[src/rtl/kuznechik_pkg.sv]
// Shared definitions for the Kuznechik channel arbiter.
package kuznechik_pkg;

   localparam int unsigned BLOCK_W            = 128;
   localparam int unsigned N_CH               = 2;
   localparam int unsigned TIMEOUT_CYCLES_DEF = 255;

   typedef logic [BLOCK_W-1:0] block_t;

   typedef enum logic [1:0] {
      ST_IDLE    = 2'd0,
      ST_ISSUE   = 2'd1,
      ST_WAIT    = 2'd2,
      ST_DELIVER = 2'd3
   } arb_state_e;

   // One-hot channel mask from a channel index.
   function automatic logic [N_CH-1:0] ch_onehot(input logic idx);
      logic [N_CH-1:0] mask;
      mask      = '0;
      mask[idx] = 1'b1;
      return mask;
   endfunction

endpackage

[src/rtl/kuz_rr_arbiter.sv]
// Two-way round-robin grant: on contention the channel not granted last wins.
module kuz_rr_arbiter
   import kuznechik_pkg::*;
(
   input  logic [N_CH-1:0] req,
   input  logic            last_grant,
   output logic            grant_c,
   output logic            any_c
);

   // Pure combinational grant selection.
   always_comb begin
      any_c   = |req;
      grant_c = 1'b0;
      if (req[0] && req[1]) begin
         grant_c = ~last_grant;
      end else begin
         grant_c = req[1];
      end
   end

endmodule

[src/rtl/kuznechik_arbiter.sv]
// Shares one Kuznechik cipher core between two request channels.
// Optional WAIT watchdog enabled by defining KUZ_ARB_TIMEOUT_EN.
module kuznechik_arbiter
   import kuznechik_pkg::*;
#(
   parameter int unsigned TIMEOUT_CYCLES = TIMEOUT_CYCLES_DEF
)
(
   input  logic                    clk_i,
   input  logic                    resetn_i,
   input  logic [N_CH-1:0]         ch_req_i,
   input  logic [N_CH*BLOCK_W-1:0] ch_data_i,
   input  logic [N_CH-1:0]         ch_ack_i,
   output logic [N_CH-1:0]         ch_busy_o,
   output logic [N_CH-1:0]         ch_valid_o,
   output logic [BLOCK_W-1:0]      ch_data_o,
   output logic                    ch_err_o,
   output logic                    core_request_o,
   output logic                    core_ack_o,
   output logic [BLOCK_W-1:0]      core_data_o,
   input  logic                    core_busy_i,
   input  logic                    core_valid_i,
   input  logic [BLOCK_W-1:0]      core_data_i
);

   if (TIMEOUT_CYCLES == 0) begin : g_bad_timeout
      $error("TIMEOUT_CYCLES must be nonzero");
   end

   arb_state_e      state_q, state_d;
   logic            grant_q, grant_d;
   logic            last_q, last_d;
   logic [N_CH-1:0] busy_d, valid_d;
   block_t          ch_data_d, core_data_d;
   logic            core_req_d, core_ack_d;
   logic            grant_c, req_any_c;
   block_t          sel_data_c;

`ifdef KUZ_ARB_TIMEOUT_EN
   localparam int unsigned CNT_W = ($clog2(TIMEOUT_CYCLES + 1) > 8) ?
                                   $clog2(TIMEOUT_CYCLES + 1) : 8;
   logic [CNT_W-1:0] cnt_q, cnt_d;
   logic             err_q, err_d;
   logic             timeout_c;

   assign timeout_c = (cnt_q == CNT_W'(TIMEOUT_CYCLES - 1));
   assign ch_err_o  = err_q;
`else
   assign ch_err_o  = 1'b0;
`endif

   kuz_rr_arbiter u_rr (
      .req        (ch_req_i),
      .last_grant (last_q),
      .grant_c    (grant_c),
      .any_c      (req_any_c)
   );

   assign sel_data_c = grant_c ? ch_data_i[2*BLOCK_W-1:BLOCK_W] : ch_data_i[BLOCK_W-1:0];

   // State and output registers; reset leaves channel 1 as last so channel 0 wins first.
   always_ff @(posedge clk_i or negedge resetn_i) begin
      if (!resetn_i) begin
         state_q        <= ST_IDLE;
         grant_q        <= 1'b0;
         last_q         <= 1'b1;
         ch_busy_o      <= '0;
         ch_valid_o     <= '0;
         ch_data_o      <= '0;
         core_request_o <= 1'b0;
         core_ack_o     <= 1'b0;
         core_data_o    <= '0;
`ifdef KUZ_ARB_TIMEOUT_EN
         cnt_q          <= '0;
         err_q          <= 1'b0;
`endif
      end else begin
         state_q        <= state_d;
         grant_q        <= grant_d;
         last_q         <= last_d;
         ch_busy_o      <= busy_d;
         ch_valid_o     <= valid_d;
         ch_data_o      <= ch_data_d;
         core_request_o <= core_req_d;
         core_ack_o     <= core_ack_d;
         core_data_o    <= core_data_d;
`ifdef KUZ_ARB_TIMEOUT_EN
         cnt_q          <= cnt_d;
         err_q          <= err_d;
`endif
      end
   end

   // Next-state and next-output logic; request/ack strobes default low.
   always_comb begin
      state_d     = state_q;
      grant_d     = grant_q;
      last_d      = last_q;
      busy_d      = ch_busy_o;
      valid_d     = ch_valid_o;
      ch_data_d   = ch_data_o;
      core_req_d  = 1'b0;
      core_ack_d  = 1'b0;
      core_data_d = core_data_o;
`ifdef KUZ_ARB_TIMEOUT_EN
      cnt_d       = cnt_q;
      err_d       = err_q;
`endif
      case (state_q)
         ST_IDLE: begin
            if (!core_busy_i && req_any_c) begin
               grant_d     = grant_c;
               core_data_d = sel_data_c;
               busy_d      = ch_onehot(grant_c);
               core_req_d  = 1'b1;
               state_d     = ST_ISSUE;
            end
         end
         ST_ISSUE: begin
            state_d = ST_WAIT;
`ifdef KUZ_ARB_TIMEOUT_EN
            cnt_d   = '0;
`endif
         end
         ST_WAIT: begin
            if (core_valid_i) begin
               ch_data_d  = core_data_i;
               valid_d    = ch_onehot(grant_q);
               core_ack_d = 1'b1;
               state_d    = ST_DELIVER;
            end
`ifdef KUZ_ARB_TIMEOUT_EN
            else if (timeout_c) begin
               ch_data_d = '0;
               valid_d   = ch_onehot(grant_q);
               err_d     = 1'b1;
               state_d   = ST_DELIVER;
            end else begin
               cnt_d = cnt_q + CNT_W'(1);
            end
`endif
         end
         ST_DELIVER: begin
            if (ch_ack_i[grant_q] && ch_valid_o[grant_q]) begin
               valid_d = '0;
               busy_d  = '0;
               last_d  = grant_q;
               state_d = ST_IDLE;
`ifdef KUZ_ARB_TIMEOUT_EN
               err_d   = 1'b0;
`endif
            end
         end
         default: state_d = ST_IDLE;
      endcase
   end

endmodule

[config.mk]
export PLATFORM = sky130hd
export DESIGN_NAME = kuznechik_arbiter
export DESIGN_NICKNAME = d
export VERILOG_FILES = /design/src/rtl/kuznechik_pkg.sv /design/src/rtl/kuz_rr_arbiter.sv /design/src/rtl/kuznechik_arbiter.sv
export SDC_FILE = /design/constraint.sdc
export NUM_CORES = 1
export LEC_CHECK = 0
export BUFFER_PORTS_ARGS = -buffer_cell sky130_fd_sc_hd__buf_2
export CAP_MARGIN = 10
export CORE_AREA = 4 4 252 254
export CTS_CLUSTER_SIZE = 28
export DETAILED_ROUTE_END_ITERATION = 10
export DIE_AREA = 0 0 256 258
export GPL_TIMING_DRIVEN = 1
export PLACE_DENSITY_LB_ADDON = 0.12
export SLEW_MARGIN = 15
export SYNTH_ARGS = -nofsm -noshare
export SYNTH_HDL_FRONTEND = slang
export SYNTH_SLANG_ARGS = --single-unit
[constraint.sdc]
create_clock -name clk_i -period 5.17 [get_ports clk_i]
set_clock_uncertainty 0.1 [all_clocks]
set_input_delay 0.517 -clock clk_i [delete_from_list [all_inputs] [get_ports clk_i]]
set_output_delay 0.517 -clock clk_i [all_outputs]
set_load 0.05 [all_outputs]
**Yosys cells after proc, flatten, opt, wreduce, memory -nomap -nowiden**

Cells that the tools add are included.

- Flip-flop bits (word level): 266
- Bits of input ports: 392
- Output and inout port bits: 263
- Word-level logic and storage cells: 58

- Order comparisons: 4
- Equality and inequality tests: 6
- Mux-type cells: 22
- Bitwise operators: 1
- Reduce and logical (&&, ||, !) cells: 16

Operator list:

| operator | number |
|---|---|
| $mux 128 | 1 |
| $mux 1 | 11 |
| $mux 2 | 5 |
| $reduce_and 3->1 | 3 |
| $pmux 2 s2 | 2 |
| $pmux 2 s4 | 1 |
| $ne 2x2->1 const B | 3 |
| $reduce_and 2->1 | 3 |
| $logic_and 1x1->1 | 5 |
| $eq 2x2->1 const B | 2 |
| $lt 1x2->1 const B | 2 |
| $reduce_bool 2->1 | 2 |
| $demux 1 s1 | 2 |
| $eq 2x1->1 const B | 1 |
| $ge 1x1->1 const B | 2 |
| $logic_not 2->1 | 1 |
| $reduce_or 2->1 | 1 |
| $logic_not 1->1 | 1 |
| $not 1->1 | 1 |

**Depth between registers and ports, before layout**

- Depth after elaboration: 8
- Gate-level depth with buffers: 9
- Gate-level depth less buffers: 7

**Hierarchy**

Synthesis repeated with hierarchy kept, for this count alone.

- Cells, all modules: 877
- Area, all modules: 11200.7 µm²

Modules (own cells, without submodules):

| module | instances | cells each | area each (µm²) | seq. area each (µm²) |
|---|---|---|---|---|
| kuznechik_arbiter | 1 | 875 | 11187.0 | 6657.6 |
| kuz_rr_arbiter | 1 | 2 | 13.8 | 0.0 |

**Worst setup path before layout**

No wires, ideal clock.

- Path kind: register to register
- Start: register state_q[0]
- End: register ch_data_o[0]
- Library setup time: 0.125 ns
- Arrival time: 1.536 ns
- Required time: 4.945 ns
- Path slack: 3.409 ns
- Stages on the path, launching flop included: 7
- Path buffers: 2
- Clock period less this slack: 1.761 ns
- Cells stage by stage: dfrtp_1 inv_1 ha_1 and2_1 buf_2 buf_4 mux2_2

- Longest elaborated chain between the ends: 2

RTL lines:

| element | line | source |
|---|---|---|
| start, declared | kuznechik_arbiter.sv:30 | `arb_state_e state_q, state_d;` |
| start signal, assigned | kuznechik_arbiter.sv:78 | `state_q <= state_d;` |
| $eq 2x2->1 | kuznechik_arbiter.sv:109 | `case (state_q)` |
| $reduce_and 2->1 (no source line) | n/a |  |
| end signal, assigned | kuznechik_arbiter.sv:83 | `ch_data_o <= ch_data_d;` |
| end, declared | kuznechik_arbiter.sv:16 | `output logic [BLOCK_W-1:0] ch_data_o,` |

No other way between the ends.
A chain may end at the register's enable or synchronous reset.

**Worst setup path after layout**

- Start: register state_q[0]
- End: register ch_data_o[73]

The elaborated chain is that of the path after synthesis.

==> results by group <==
Outcome
  – Status: complete, no violations

Synthesis
  – YS warnings: 0
  – Syn Std Cell Area: 11100 sq um
  – Post-synth net total: 1421
  – Mean post-synth cell area: 10.8 sq um
  – Netlist cell types: 29
  – Synthesized instance count: 1025
  – Sequential area share after synthesis: 0.602
  – Synthesis-stage register bit count: 266

Floorplanning
  – Chip Width: 256 um
  – Die area: 66000 sq um
  – Rows: 91
  – Initial Util: 0.180
  – CORE AREA: 61300 sq um
  – Io pins: 655
  – Die Height: 258 um

Layout
  – P&R area growth vs syn: 47.2%
  – Final-stage net count: 2049
  – Final instance area: 16300 sq um
  – Fraction of layout cells with a size suffix above 1: 0.506
  – Final Non-Filler Cells: 2485

STA
  – Fin Setup TNS: 0 ps
  – Final Max Tran Viols: 0
  – Period minus WS final: 2690 ps
  – Period utilisation layout: 0.521
  – Final hold vios: 0
  – RSZ-0062 raised after global routing: false
  – Endpoints failing setup: 0
  – Max-slew headroom: 0.323
  – Worst Tran Pin Value: 1020 ps
  – Fmax achieved: 371 MHz

Clocking
  – CTS tree: built
  – Clock root buffer master: clkbuf_16
  – Clk Latency, worst-skew pair: 530 ps
  – CTS max path bufs: 3
  – Worst-path clk slew: 60 ps
  – Clock sink count: 266
  – Post-cts sizing count: 0
  – Number of buffers created by CTS: 35
  – H-tree levels: 2

Setup path
  – Critical path capture point type: flip-flop
  – CP Launch Type: flip-flop
  – Crit path required time: 5480 ps
  – R2R cell count: 5
  – Critical Path AT: 3010 ps
  – CP max FO: 50
  – Critical path class: reg2reg
  – R2R Path End: ch_data_o[73]
  – Reg2reg start: state_q[0]
  – R2R Setup Slk: 2480 ps

Placed design
  – Dpl cell area: 15000 sq um
  – RePlAce Congestion: 0.813
  – Placed cell count: 2405
  – Port Buffers: 653
  – DP HPWL: 34.5 mm

Route
  – Drt wl/cell: 18.7 um
  – DR iter-0 viols: 481
  – Post-Route WL: 46.4 mm
  – Via count: 10000
  – Residual DRC: 0
  – Post-route ant nets: 0
  – Drt pass-1 iters: 4
  – Vias/cell: 4.04

Global route
  – Remaining Overflow, GRT: 0
  – Largest net degree at the start of global routing: 179
  – Global-route wire length before repair: 68.3 mm
  – Total global-route track usage: 0.135
  – Initial antenna violation count: 30
  – Vias in the first global route: 10500

Worst hold path
  – Hold path startpoint: core_data_i[33]
  – Hold-critical path endpoint: ch_data_o[33]
  – Worst hold stages: 2
  – Min-delay worst type: in2reg

Pwr
  – Worst VDD drop: 0.251 mV
  – Pwr/cell area: 808 nW/um^2
  – Lkg Pwr: 7.83 nW

Job
  – Max Cap Viol: 0
critical path, cell delays in order (launching register included):
cell     delay, ps
dfrtp_1        400
inv_1          110
ha_1           250
and2_4         640
buf_4          580
mux2_2         400
layout make-up:
type / instances / area, sq um
Antenna cell: 15 / 37.5
Clock buffer: 52 / 1020
Clock inverter: 12 / 180
Fill cell: 6732 / 45000
Inverter: 9 / 41.3
Multi-Input combinational cell: 678 / 3950
Sequential cell: 266 / 6660
Tap cell: 790 / 988
Timing Repair Buffer: 663 / 3390
repair_timing:
item	in CTS	in global routing
hold endpoints to repair	44	0
hold buffers	1	0
buffers inserted	0	0
stage by stage:
stage	setup WS [ps]	util	hold WS, ps	power, mW
floorplan	3410	-	121	8.82
global placement	2450	0.245	374	10.7
detailed placement	2400	0.245	367	10.7
CTS	2400	0.265	57.5	13.4
global route	2300	0.265	72.2	13.9
finish	2480	0.266	106	13.1
logic make-up after synthesis:
kind of cell    share of synthesized area
compound gates                     0.0821
fa+ha+maj                         0.00453
buf+inv                            0.0416
flops                               0.602
mux                                 0.131
other cells                      0.000339
simple gates                        0.138
cell usage in the layout, fill, tap and decap left out, types with 4 or more instances in the layout:
| master | instances |
|---|---|
| buf_2 | 652 |
| dfrtp_1 | 265 |
| nand2_1 | 258 |
| nor2_1 | 132 |
| a31oi_1 | 129 |
| mux2_2 | 128 |
| clkbuf_16 | 36 |
| diode_2 | 15 |
| clkbuf_1 | 10 |
| inv_1 | 8 |
| clkbuf_8 | 6 |
| buf_4 | 6 |
| a21oi_1 | 4 |
| ha_1 | 4 |
| bufinv_16 | 4 |
| clkinv_2 | 4 |
worst max-delay path by stage:
stage                     cells past startpoint  slack, ps             end       start
after floorplan                               6       3410    ch_data_o[0]  state_q[0]
after global placement                        5       2450   ch_data_o[27]  state_q[0]
after detailed placement                      5       2400  ch_data_o[117]  state_q[0]
after CTS                                     5       2400  ch_data_o[117]  state_q[0]
after global routing                          5       2300  ch_data_o[117]  state_q[0]
final                                         5       2480   ch_data_o[73]  state_q[0]
power breakdown:
| part | internal [mW] | switching [mW] |
|---|---|---|
| registers | 3.14 | 0.519 |
| logic | 1.69 | 5.22 |
| clock network | 1.57 | 0.996 |
state kept, by name (all words and copies together) (netlist names):
register        cells
core_data_o       128
ch_busy_o           2
core_ack_o          1
ch_valid_o          2
core_request_o      1
last_q              1
ch_data_o         128
grant_q             1
state_q             2
synth_stat cells:
cell | count | area (sq um)
buf_4 | 15 | 113
nand3b_1 | 1 | 7.51
o22ai_1 | 3 | 18.8
nor2_1 | 132 | 495
dfstp_2 | 1 | 26.3
nand2b_1 | 2 | 12.5
a31oi_1 | 129 | 807
inv_1 | 8 | 30.0
o21bai_1 | 1 | 7.51
o21ai_0 | 2 | 10.0
nand3_1 | 3 | 15.0
inv_2 | 1 | 3.75
and2_1 | 2 | 12.5
a31o_2 | 1 | 8.76
clkbuf_1 | 12 | 45.0
buf_1 | 1 | 3.75
mux2_2 | 128 | 1440
ha_1 | 4 | 50.1
conb_1 | 1 | 3.75
o32ai_1 | 1 | 8.76
or2_1 | 1 | 6.26
buf_2 | 37 | 185
a22o_1 | 2 | 17.5
mux2i_1 | 1 | 10.0
a32oi_1 | 1 | 8.76
a21oi_1 | 4 | 20.0
buf_6 | 7 | 78.8
nand2_1 | 259 | 972
dfrtp_1 | 265 | 6630
layer usage:
metal  global-route usage  share of wire  vias up
met5                    0         0.0026        -
met4               0.0364          0.025       22
met3               0.0712           0.11       81
met2                0.228           0.48      443
met1                0.149           0.38     4750
li1                     -              -     4753
No activity file was read; power rests on OpenSTA's default activity.
